$ cat config.mk
export PLATFORM = sky130hd
export DESIGN_NAME = bcd_display_scan
export DESIGN_NICKNAME = d
export VERILOG_FILES = /design/src/rtl/bcd_pkg.sv /design/src/rtl/bcd_to_seg7.sv /design/src/rtl/bcd_display_scan.sv
export SDC_FILE = /design/constraint.sdc
export NUM_CORES = 1
export LEC_CHECK = 0
export ABC_CLOCK_PERIOD_IN_PS = 5900
export CAP_MARGIN = 5
export CORE_MARGIN = 4
export CORE_UTILIZATION = 60
export DETAILED_ROUTE_END_ITERATION = 16
export DONT_BUFFER_PORTS = 1
export GPL_TIMING_DRIVEN = 0
export PLACE_DENSITY_LB_ADDON = 0.05
export SLEW_MARGIN = 20
export SYNTH_ARGS = -nofsm -noshare
export SYNTH_HDL_FRONTEND = slang
export SYNTH_SLANG_ARGS = --single-unit
export TNS_END_PERCENT = 20
$ cat constraint.sdc
create_clock -name clk -period 5.9 [get_ports clk]
set_input_delay 1.77 -clock clk [delete_from_list [all_inputs] [get_ports clk]]
set_output_delay 1.77 -clock clk [all_outputs]
set_load 0.005 [all_outputs]
$ cat src/rtl/bcd_pkg.sv
// Shared segment patterns for the BCD display path.
// All patterns are active low in {g,f,e,d,c,b,a} order.
package bcd_pkg;

  localparam logic [6:0] SEG_0    = 7'h40;
  localparam logic [6:0] SEG_1    = 7'h79;
  localparam logic [6:0] SEG_2    = 7'h24;
  localparam logic [6:0] SEG_3    = 7'h30;
  localparam logic [6:0] SEG_4    = 7'h19;
  localparam logic [6:0] SEG_5    = 7'h12;
  localparam logic [6:0] SEG_6    = 7'h02;
  localparam logic [6:0] SEG_7    = 7'h78;
  localparam logic [6:0] SEG_8    = 7'h00;
  localparam logic [6:0] SEG_9    = 7'h10;
  localparam logic [6:0] SEG_DASH = 7'h3F;
  localparam logic [6:0] SEG_OFF  = 7'h7F;

endpackage

$ cat src/rtl/bcd_to_seg7.sv
// Combinational BCD to active-low 7-segment decoder.
// Non-decimal codes show a dash so a corrupted counter is visible rather than dark.
module bcd_to_seg7
  import bcd_pkg::*;
(
  input  logic [3:0] bcd,
  output logic [6:0] seg_n
);

  always_comb begin
    seg_n = SEG_DASH;
    case (bcd)
      4'd0:    seg_n = SEG_0;
      4'd1:    seg_n = SEG_1;
      4'd2:    seg_n = SEG_2;
      4'd3:    seg_n = SEG_3;
      4'd4:    seg_n = SEG_4;
      4'd5:    seg_n = SEG_5;
      4'd6:    seg_n = SEG_6;
      4'd7:    seg_n = SEG_7;
      4'd8:    seg_n = SEG_8;
      4'd9:    seg_n = SEG_9;
      default: seg_n = SEG_DASH;
    endcase
  end

endmodule

$ cat src/rtl/bcd_display_scan.sv
// Time-multiplexed common-anode display driver for cascaded BCD counters.
// Snapshots the digits on load, scans one digit per slot with a dark cycle between slots.
module bcd_display_scan
  import bcd_pkg::*;
#(
  parameter int NUM_DIGITS = 4,
  parameter int SCAN_DIV   = 50000
)
(
  input  logic                      clk,
  input  logic                      rst,
  input  logic [4*NUM_DIGITS-1:0]   digits_in,
  input  logic                      load,
  input  logic                      blank_lz,
  output logic [6:0]                seg_n,
  output logic [NUM_DIGITS-1:0]     an_n
);

  localparam int PS_W  = $clog2(SCAN_DIV);
  localparam int IDX_W = $clog2(NUM_DIGITS);

  localparam logic [PS_W-1:0]  PS_LAST  = PS_W'(SCAN_DIV - 1);
  localparam logic [IDX_W-1:0] IDX_LAST = IDX_W'(NUM_DIGITS - 1);

  logic [PS_W-1:0]          prescaler;
  logic [IDX_W-1:0]         index;
  logic [4*NUM_DIGITS-1:0]  snapshot;
  logic                     tick;

  logic [3:0]               sel_digit;
  logic                     sel_blank;
  logic [NUM_DIGITS-1:0]    sel_onehot;
  logic [NUM_DIGITS-1:0]    blank_mask;
  logic                     zero_run;
  logic [6:0]               dec_seg_n;

  assign tick = (prescaler == PS_LAST);

  always_ff @(posedge clk or posedge rst) begin
    if (rst) begin
      prescaler <= '0;
      index     <= '0;
    end else if (tick) begin
      prescaler <= '0;
      index     <= (index == IDX_LAST) ? '0 : index + IDX_W'(1);
    end else begin
      prescaler <= prescaler + PS_W'(1);
    end
  end

  always_ff @(posedge clk or posedge rst) begin
    if (rst) begin
      snapshot <= '0;
    end else if (load) begin
      snapshot <= digits_in;
    end
  end

  // A digit is a leading zero when it and every more significant digit is zero;
  // digit 0 always stays lit so the value zero still shows.
  always_comb begin
    blank_mask = '0;
    zero_run   = 1'b1;
    for (int i = NUM_DIGITS - 1; i > 0; i--) begin
      zero_run      = zero_run & (snapshot[4*i +: 4] == 4'd0);
      blank_mask[i] = blank_lz & zero_run;
    end
  end

  always_comb begin
    sel_digit  = '0;
    sel_blank  = 1'b0;
    sel_onehot = '0;
    for (int i = 0; i < NUM_DIGITS; i++) begin
      if (index == IDX_W'(i)) begin
        sel_digit     = snapshot[4*i +: 4];
        sel_blank     = blank_mask[i];
        sel_onehot[i] = 1'b1;
      end
    end
  end

  bcd_to_seg7 u_dec (
    .bcd   (sel_digit),
    .seg_n (dec_seg_n)
  );

  // The tick edge drives everything dark for one cycle so the old segment
  // pattern never bleeds onto the next anode.
  always_ff @(posedge clk or posedge rst) begin
    if (rst) begin
      seg_n <= SEG_OFF;
      an_n  <= '1;
    end else if (tick || sel_blank) begin
      seg_n <= SEG_OFF;
      an_n  <= '1;
    end else begin
      seg_n <= dec_seg_n;
      an_n  <= ~sel_onehot;
    end
  end

endmodule

==> metrics.md, run 1 <==
| Metric | Value |
|---|---|
| Status | complete, no violations |
| Die Area | 4816 um^2 |
| Starting Density | 61.79% |
| Post-route ant nets | 0 |
| Sw power | 0.1432 mW |
| Setup TNS | 0 ps |
| Crit path kind | reg2reg |
| #FFs+latches synth | 45 |
| Share of the synthesized area in the top cell type | between 30% and 40% |
| Tcrit/Tclk final | 48.09% |
| Htree depth | 2 |
| Hold_ws | 463.0 ps |
| Initial DRC count | 121 |
| HPWL after DPL | 3.127 mm |
| Worst EP arrival | 3050 ps |
| Sequential share of power | 55.2% |
| Largest net degree at the start of global routing | 30 |
| Worst-path clk slew | 80 ps |
| Worst Hold Launch | prescaler[0] |
| Slowest stage delay, CP | about 650 ps |
| Vias in the first global route | about 1500 |
| Skew final | 11.90 ps |
| Share of post-route cells with drive strength above 1 | a little over a fifth |
| Vias per inst | 5.822 |
| Final setup fails | 0 |
| CP Launch Type | flop |
| Yosys warnings | 0 |
| CTS tree | done |
| Relative slew slack | 51.07% |
| I/O Pins | 31 |
| Hold Vio Cnt, Final | 0 |
| RSZ-0062 raised after global routing | no |
| Syn Nets | about 230 |
| Yosys cell types | 43 |
| Leakage | 1.079 nW |
| Diodes inserted | 0 |
| Post-CTS setup buffer count | 0 |
| Register area share after synthesis | 50.39% |
| Via count | 1508 |
| First-pass GRT wire length | between 7 and 8 mm |
| Die H | 69.40 um |
| Port bufs | 0 |
| Worst slew pin tran | 734.0 ps |
| Worst min path class | reg2reg |
| Worst Path Required | 6110 ps |
| Placed inst area | 2342 um^2 |
| Post-Syn Instances | 202 |
| Rows | 22 |
| Final instance area | 2450 um^2 |
| Overall routing resource usage | 19.04% |
| Cell chain of the critical path | ha_1 -> buf_2 -> buf_2 -> a211oi_1 -> a221oi_1 -> inv_1 -> ha_1 -> nor3_1 -> a221oi_1 -> o21ai_0 |
| Cts repair resizes | 0 |
| Dominant cell type by area after synthesis | dfrtp_1 |
| # clock sinks | 45 |
| Antenna violations before repair | 0 |
| Routed len/inst | 16.19 um |
| Combinational power share | 8.7% |
| Hold buffers post-CTS | 0 |
| Syn Std Cell Area | approximately 2300 um^2 |
| Pwr/cell area | 255.4 nW/um^2 |
| Min cycle time layout | roughly 2800 ps |
| Total CTS buffers | 5 |
| Crit. End Element | flop |
| Overall Power | 0.6258 mW |
| Nets | around 240 |
| Avg Cell Area, Syn | 11.20 um^2 |
| Gr ovfl total | 0 |
| Switching share of power | 22.89% |
| Final slew viol count | 0 |
| GP Congestion | 0.7829 |
| Maxcap violations | 0 |
| Layout area overhead | 8.296% |
| Synth top area cells | dfrtp_1, dfstp_2, mux2_2 |
| Worst setup path start | index[0] |
| Fmax | 352.5 MHz |
| Total Routed Length | 4.192 mm |
| Largest buffer count on any clock path | 2 |
| CP Buf/Inv Count | 3 |
| Slowest cell on the critical path | a221oi_1 |
| Layout fillers | 291 |
| Die extent in x | 69.40 um |
| 1st-pass router iterations | 4 |
| Delay-heaviest family, CP | compound AO/OA/AOI/OAI gates |
| RR Startpoint | index[0] |
| CTS root buffer | clkbuf_8 |
| Clock power share | 36.1% |
| Maximum vdd ir drop | 0.0002588 V |
| Core box area | 3661 um^2 |
| Worst skew pair latency | approximately 300 ps |
| Pint | 0.4826 mW |
| Most common cell after layout, fill and taps aside | dfrtp_1 |
| Worst-path maximum fanout | 10 |
| Commonest non-fill, non-tap cells in the layout | dfrtp_1, nand2_1, mux2_2 |
| Drc violations | 0 |
[logic make-up after synthesis]
group                      synth area share [%]
and+or+nand+nor                           18.03
DFF                                       50.39
AOI/OAI and AO/OA                         10.40
buffers and inverters                     3.927
muxes                                     6.914
xor gates and xnor gates                  4.259
adders and majority gates                 6.084
[power by group through the flow]
stage | logic [mW] | registers (mW) | clock network (mW)
2_1_floorplan | 0.0429 | 0.347 | 0
3_3_place_gp | 0.0499 | 0.350 | 0
3_5_place_dp | 0.0546 | 0.352 | 0
4_1_cts | 0.0550 | 0.346 | 0.231
5_1_grt | 0.0625 | 0.348 | 0.250
6_report | 0.0544 | 0.345 | 0.226
[per-stage QoR]
step	setup WS, ps	instances	util (%)
after floorplan	3024	202	-
after global placement	2736	250	63.43
after detailed placement	2867	251	63.98
after CTS	3105	259	66.92
after global routing	2764	259	66.92
final	3063	259	66.92
[sequential cells by signal (all words and copies together), names as in the netlist]
| signal | count |
|---|---|
| an_n | 4 |
| index | 2 |
| prescaler | 16 |
| seg_n | 7 |
| snapshot | 16 |
[Yosys cell counts (all sizes together)]
master   instances
nand4bb          1
or4bb            1
nor3b            4
buf              6
mux2i            1
o21ai           14
or4b             1
or4              1
and2             2
a221o            1
nor2            10
o31ai            1
dfstp           11
clkbuf           2
xnor2            4
mux2            13
dfrtp           34
nor2b            2
a21o             1
or3b             1
nor3             3
and4             2
a211oi           4
ha              11
nand2b           1
nand3            5
and3             6
a311o            1
nand4            3
or3              2
nor4             4
nand2           14
inv             12
a21oi            4
xor2             7
a41oi            1
nand3b           5
a221oi           6
[worst register-to-register path, cell delays in order (launching register included)]
cell	delay (ps)
dfrtp_1	410
ha_1	160
buf_2	180
buf_2	240
a211oi_1	70
a221oi_1	650
inv_1	200
ha_1	340
nor3_1	210
a221oi_1	100
o21ai_0	200
[final cells by class]
cell class,count,area [um^2],share of cell area [%]
tap,48,60.06,2.451
clock buffer,6,72.57,2.962
multi-input combinational,137,1033,42.19
timing repair buffer,1,20.02,0.8172
buffer,8,43.79,1.788
clock inverter,2,35.03,1.430
inverter,12,45.04,1.839
sequential,45,1140,46.53
[metal layers]
metal	routed length (um)	vias to the layer above	track usage, %	part of all wire [%]
met2	1948	35	27.75	46
met4	55	0	6.725	1.3
met5	0	-	0	0
li1	-	732	-	-
met1	1981	735	26.45	47
met3	206	6	6.522	4.9
[worst paths after layout]
kind,to,slack (ps),cells after the start
setup reg to reg,seg_n[3],3060,10
min in group asynchronous,prescaler[15],1330,1
hold reg to reg,prescaler[0],460,1
setup / recovery,seg_n[3],3060,10
max in group asynchronous,an_n[0],4020,2
hold / removal,prescaler[0],460,1
Power figures use the tool's default switching activity.
==> inputs of run 2 (changes only) <==
- ABC_CLOCK_PERIOD_IN_PS: 5900 -> 2660
- clock period: 5.9 -> 2.66 ns (I/O delays scaled with it)
==> metrics.md, run 2 (synthesis gave the netlist of run 1 again) <==
| Metric | Value |
|---|---|
| Status | complete, no violations (unchanged) |
| Skew final | 9.168 ps (was 11.90 ps) |
| DR WL met2 | 1.971 mm (was 1.948 mm) |
| Total CTS buffers | 5 (unchanged) |
| Post-route ant nets | 0 (unchanged) |
| Worst setup path start | index[0] (unchanged) |
| Die Area | 4816 um^2 (unchanged) |
| RR Startpoint | index[0] (unchanged) |
| Starting Density | 61.79% (unchanged) |
| Worst-path maximum fanout | 10 (unchanged) |
| CTS root buffer | clkbuf_8 (unchanged) |
| Crit path kind | reg2reg (unchanged) |
| First-pass GRT wire length | 7.245 mm (was 7.224 mm) |
| Rows | 22 (unchanged) |
| Vias in the first global route | 1454 (was 1463) |
| Hold Vio Cnt, Final | 0 (unchanged) |
| Overall routing resource usage | 19.07% (was 19.04%) |
| Leakage | 1.090 nW (was 1.079 nW) |
| Die extent in x | 69.40 um (unchanged) |
| Largest net degree at the start of global routing | 30 (unchanged) |
| RR Endpoint | seg_n[3] (unchanged) |
| Htree depth | 2 (unchanged) |
| Biggest regs | prescaler: 16 flops, snapshot: 16 flops, seg_n: 7 flops (unchanged) |
| Commonest non-fill, non-tap cells in the layout | dfrtp_1, nand2_1, mux2_2 (unchanged) |
| Worst slew pin tran | 604.3 ps (was 734.0 ps) |
| Worst skew pair latency | 290 ps (was 300 ps) |
| Setup TNS | 0 ps (unchanged) |
| Worst-path clk slew | 80 ps (about the same) |
| Worst reg-to-reg path cell count | 10 (unchanged) |
| CTS tree | done (unchanged) |
| Final instance area | 2475 um^2 (was 2450 um^2) |
| Placed inst area | 2342 um^2 (unchanged) |
| Non-filler instance count after layout | 261 (was 259) |
| Worst min path class | in2async (was reg2reg) |
| Min cycle time layout | 2457 ps (was 2837 ps) |
| Antenna violations before repair | 0 (unchanged) |
| Met3 wire len | 209 um (was 206 um) |
| CP Buf/Inv Count | 3 (unchanged) |
| Gr ovfl total | 0 (unchanged) |
| Largest buffer count on any clock path | 2 (unchanged) |
| Final slew viol count | 0 (unchanged) |
| I/O Pins | 31 (unchanged) |
| Layout area overhead | 9.402% (was 8.296%) |
| Drc violations | 0 (unchanged) |
| Die H | 69.40 um (unchanged) |
| Most common cell after layout, fill and taps aside | dfrtp_1 (unchanged) |
| Routed len/inst | 16.28 um (was 16.19 um) |
| CP Launch Type | flop (unchanged) |
| Worst EP arrival | 2670 ps (was 3050 ps) |
| Relative slew slack | 59.64% (was 51.07%) |
| # clock sinks | 45 (unchanged) |
| Maximum vdd ir drop | 0.0005728 V (was 0.0002588 V) |
| Crit path to | seg_n[3] (unchanged) |
| Placed Cells | 251 (unchanged) |
| Slowest cell on the critical path | dfrtp_1 (was a221oi_1) |
| Via count | 1518 (was 1508) |
| Delay-heaviest family, CP | compound AO/OA/AOI/OAI gates (unchanged) |
| 1st-pass router iterations | 4 (unchanged) |
| Initial DRC count | 102 (was 121) |
| Share of post-route cells with drive strength above 1 | 23.47% (was 21.80%) |
| Topmost layer with routed signal wires | met4 (unchanged) |
| Nets | 243 (was 241) |
| Most common cell on crit path | ha_1 |
| Fmax | 407.0 MHz (was 352.5 MHz) |
| Final setup fails | 0 (unchanged) |
| Core box area | 3661 um^2 (unchanged) |
| Crit. End Element | flop (unchanged) |
| Slowest stage delay, CP | 410 ps (was 650 ps) |
| Vias per inst | 5.816 (was 5.822) |
| Port bufs | 0 (unchanged) |
| Cell chain of the critical path | ha_1 -> buf_2 -> clkbuf_4 -> a211oi_1 -> a221oi_2 -> inv_1 -> ha_1 -> nor3_1 -> a221oi_1 -> o21ai_0 (was ha_1 -> buf_2 -> buf_2 -> a211oi_1 -> a221oi_1 -> inv_1 -> ha_1 -> nor3_1 -> a221oi_1 -> o21ai_0) |
| Worst Path Required | 2870 ps (was 6110 ps) |
| Critical Path Stages | 10 (unchanged) |
| HPWL after DPL | 3.127 mm (unchanged) |
| Tcrit/Tclk final | 92.36% (was 48.09%) |
| GP Congestion | 0.7829 (unchanged) |
| Hold buffers post-CTS | 0 (unchanged) |
| Maxcap violations | 0 (unchanged) |
| Total Routed Length | 4.249 mm (was 4.192 mm) |
| Wl on met1 | 2.012 mm (was 1.981 mm) |
| Reg-to-reg setup timing slack | 200 ps (was 3060 ps) |
| Diodes inserted | 0 (unchanged) |
| Pwr/cell area | 563.1 nW/um^2 (was 255.4 nW/um^2) |
run 2: what timing repair did:
item                       4_1_cts  5_1_grt
setup endpoints to repair        3        4
buffers inserted                 0        2
resized for setup                1        2
gates cloned                     0        0
pin swaps                        0        1
run 2: where the power goes:
part           switching (mW)  internal (mW)  leakage, nW
Clock                   0.222          0.279       0.0552
Combinational          0.0682         0.0584        0.494
Sequential             0.0282          0.738        0.541
Total                   0.319           1.07         1.09
run 2: worst min-delay path by stage:
stage / start / endpoint / cells after the start / slack, ps
floorplan: prescaler[0] / prescaler[0] / 1 / 420
global placement: prescaler[0] / prescaler[0] / 1 / 440
detailed placement: prescaler[0] / prescaler[0] / 1 / 460
CTS: rst / prescaler[15] / 1 / 360
global route: rst / prescaler[13] / 1 / 370
finish: rst / prescaler[15] / 1 / 360
run 2: worst register-to-register path: cells and delay by family, from the launching register on:
| family | cells | cell delay (ps) |
|---|---|---|
| AOI/OAI and AO/OA | 4 | 730 |
| buffers and inverters | 3 | 560 |
| adders and majority gates | 2 | 480 |
| DFF | 1 | 410 |
| and+or+nand+nor | 1 | 200 |
run 2: cell type report:
| cell class | instances | area, um^2 |
|---|---|---|
| buffer | 8 | 46.29 |
| fill | 291 | 1186 |
| sequential | 45 | 1140 |
| tap | 48 | 60.06 |
| clock buffer | 6 | 72.57 |
| timing repair buffer | 3 | 35.03 |
| multi-input combinational | 137 | 1041 |
| clock inverter | 2 | 35.03 |
| inverter | 12 | 45.04 |
run 2: through the flow:
stage | worst slack (ps) | utilization, % | hold slack [ps] | power, mW
global route | -56.36 | 67.60 | 369.7 | 1.471
finish | 203.2 | 67.60 | 355.9 | 1.393
detailed placement | -91.65 | 63.98 | 456.7 | 0.9008
global placement | -30.56 | 63.43 | 435.2 | 0.8877
CTS | 96.40 | 67.09 | 361.6 | 1.403
floorplan | 319.1 | - | 422.2 | 0.8640
run 2: per-layer routing:
| metal | track usage (%) | up-vias |
|---|---|---|
| met5 | 0 | - |
| met4 | 6.725 | 0 |
| met3 | 6.522 | 4 |
| met2 | 27.86 | 39 |
| met1 | 26.45 | 736 |
| li1 | - | 739 |
==> inputs of run 3 (changes only) <==
- CTS_BUF_LIST: default -> sky130_fd_sc_hd__clkbuf_2
- CTS_CLUSTER_DIAMETER: default -> 80
==> metrics.md, run 3 (synthesis gave the netlist of run 1 again) <==
| Metric | Value |
|---|---|
| Status | complete, no violations (unchanged) |
| HPWL after DPL | 3.127 mm (unchanged) |
| Worst-path clk slew | 220 ps (was 80 ps) |
| Switching share of power | 24.43% (was 22.86%) |
| Worst skew pair latency | 420 ps (was 290 ps) |
| Htree depth | 2 (unchanged) |
| Die H | 69.40 um (unchanged) |
| Layout fillers | 297 (was 291) |
| Total Routed Length | 4.198 mm (was 4.249 mm) |
| Placed Cells | 251 (unchanged) |
| Layout area overhead | 7.522% (was 9.402%) |
| Maximum vdd ir drop | 0.0004507 V (was 0.0005728 V) |
| Largest net degree at the start of global routing | 30 (unchanged) |
| Leakage | 1.078 nW (was 1.090 nW) |
| Port bufs | 0 (unchanged) |
| Routed len/inst | 16.08 um (was 16.28 um) |
| Starting Density | 61.79% (unchanged) |
| Sequential share of power | 60.4% (was 55.0%) |
| Tcrit/Tclk final | 93.09% (was 92.36%) |
| Maxcap violations | 0 (unchanged) |
| Clock power share | 29.5% (was 36.0%) |
| Rows | 22 (unchanged) |
| Commonest non-fill, non-tap cells in the layout | dfrtp_1, nand2_1, mux2_2 (unchanged) |
| Most common cell after layout, fill and taps aside | dfrtp_1 (unchanged) |
| Biggest regs | prescaler: 16 flops, snapshot: 16 flops, seg_n: 7 flops (unchanged) |
| Die extent in x | 69.40 um (unchanged) |
| Final slew viol count | 0 (unchanged) |
| CTS tree | done (unchanged) |
| Worst-path maximum fanout | 10 (unchanged) |
| Min cycle time layout | 2476 ps (was 2457 ps) |
| Worst min path class | in2async (unchanged) |
| Nets | 243 (unchanged) |
| Antenna violations before repair | 0 (unchanged) |
| Final setup fails | 0 (unchanged) |
| Post-route ant nets | 0 (unchanged) |
| Skew final | 35.50 ps (was 9.168 ps) |
| # clock sinks | 45 (unchanged) |
| Fmax | 403.8 MHz (was 407.0 MHz) |
| I/O Pins | 31 (unchanged) |
| Via count | 1517 (was 1518) |
| Vias in the first global route | 1459 (was 1454) |
| Non-filler instance count after layout | 261 (unchanged) |
| Hold buffers post-CTS | 0 (unchanged) |
| Die Area | 4816 um^2 (unchanged) |
| Core box area | 3661 um^2 (unchanged) |
| Overall routing resource usage | 18.70% (was 19.07%) |
| Crit path kind | reg2reg (unchanged) |
| Largest buffer count on any clock path | 2 (unchanged) |
| Diodes inserted | 0 (unchanged) |
| Sw power | 0.3101 mW (was 0.3186 mW) |
| Worst EP arrival | 2810 ps (was 2670 ps) |
| Gr ovfl total | 0 (unchanged) |
| Total CTS buffers | 5 (unchanged) |
| Pwr/cell area | 521.8 nW/um^2 (was 563.1 nW/um^2) |
| Vias per inst | 5.812 (was 5.816) |
| Hold_ws | 200.2 ps (was 355.9 ps) |
| 1st-pass router iterations | 4 (unchanged) |
| Worst slew pin tran | 617.3 ps (was 604.3 ps) |
| Crit. End Element | flop (unchanged) |
| Pint | 0.9591 mW (was 1.075 mW) |
| Worst Path Required | 3000 ps (was 2870 ps) |
| Relative slew slack | 58.77% (was 59.64%) |
| Drc violations | 0 (unchanged) |
| Initial DRC count | 111 (was 102) |
| Combinational power share | 10.1% (was 9.1%) |
| CTS root buffer | clkbuf_2 (was clkbuf_8) |
| Share of post-route cells with drive strength above 1 | 23.94% (was 23.47%) |
| Hold Vio Cnt, Final | 0 (unchanged) |
| CP Launch Type | flop (unchanged) |
| GP Congestion | 0.7829 (unchanged) |
| First-pass GRT wire length | 7.182 mm (was 7.245 mm) |
## run 3: cell counts in the layout (fill, tap and decap cells not counted)
No cell type changed its count.
## run 3: layout make-up
class / instances / area [um^2] / share of cell area [%]
Buffer: 8 / 46.29 / 1.903
Clock buffer: 6 / 30.03 / 1.235
Clock inverter: 2 / 35.03 / 1.440
Inverter: 12 / 45.04 / 1.852
Multi-Input combinational cell: 137 / 1041 / 42.80
Sequential cell: 45 / 1140 / 46.86
Tap cell: 48 / 60.06 / 2.469
Timing Repair Buffer: 3 / 35.03 / 1.440
## run 3: routing by layer
| metal | global-route usage, % | up-vias | share of wire [%] | wire, um |
|---|---|---|---|---|
| li1 | - | 739 | - | - |
| met1 | 26.26 | 735 | 48 | 2023 |
| met2 | 27.33 | 36 | 45 | 1887 |
| met3 | 6.377 | 7 | 5.3 | 223 |
| met4 | 5.857 | 0 | 1.5 | 63 |
| met5 | 0 | - | 0 | 0 |
## run 3: final timing paths
path	from	endpoint	slack (ps)	cells past startpoint
min reg2reg	prescaler[0]	prescaler[0]	480	1
max	index[0]	seg_n[3]	180	10
max in group asynchronous	rst	an_n[0]	1890	2
max reg2reg	index[0]	seg_n[3]	180	10
min	rst	prescaler[15]	200	1
min in group clk	digits_in[15]	snapshot[15]	470	2
## run 3: power groups by stage
| stage | combinational (mW) | sequential (mW) | clock, mW |
|---|---|---|---|
| floorplan | 0.0952 | 0.769 | 0 |
| global placement | 0.111 | 0.777 | 0 |
| detailed placement | 0.121 | 0.780 | 0 |
| CTS | 0.122 | 0.768 | 0.388 |
| global route | 0.146 | 0.773 | 0.423 |
| finish | 0.128 | 0.767 | 0.375 |
## run 3: timing repair
action | 4_1_cts | 5_1_grt
setup buffers | 0 | 2
endpoints found under the setup margin | 3 | 4
pin swaps | 0 | 1
gates resized for setup | 1 | 3
## run 3: critical path: stages, from the launching register on
cell and delay [ps]:
dfrtp_1 450, ha_1 160, buf_2 180, clkbuf_4 230
a211oi_1 70, a221oi_2 370, inv_1 150, ha_1 320
nor3_1 210, a221oi_1 110, o21ai_1 160
## run 3: stage by stage
step | area, um^2 | power [mW] | util, % | setup TNS, ps | setup slack, ps
CTS | 2414 | 1.279 | 65.93 | 0 | 71.46
floorplan | 2262 | 0.8640 | - | 0 | 319.1
detailed placement | 2342 | 0.9008 | 63.98 | -181.9 | -91.65
global route | 2432 | 1.342 | 66.44 | -56.78 | -52.74
finish | 2432 | 1.269 | 66.44 | 0 | 183.7
global placement | 2322 | 0.8877 | 63.43 | -30.56 | -30.56
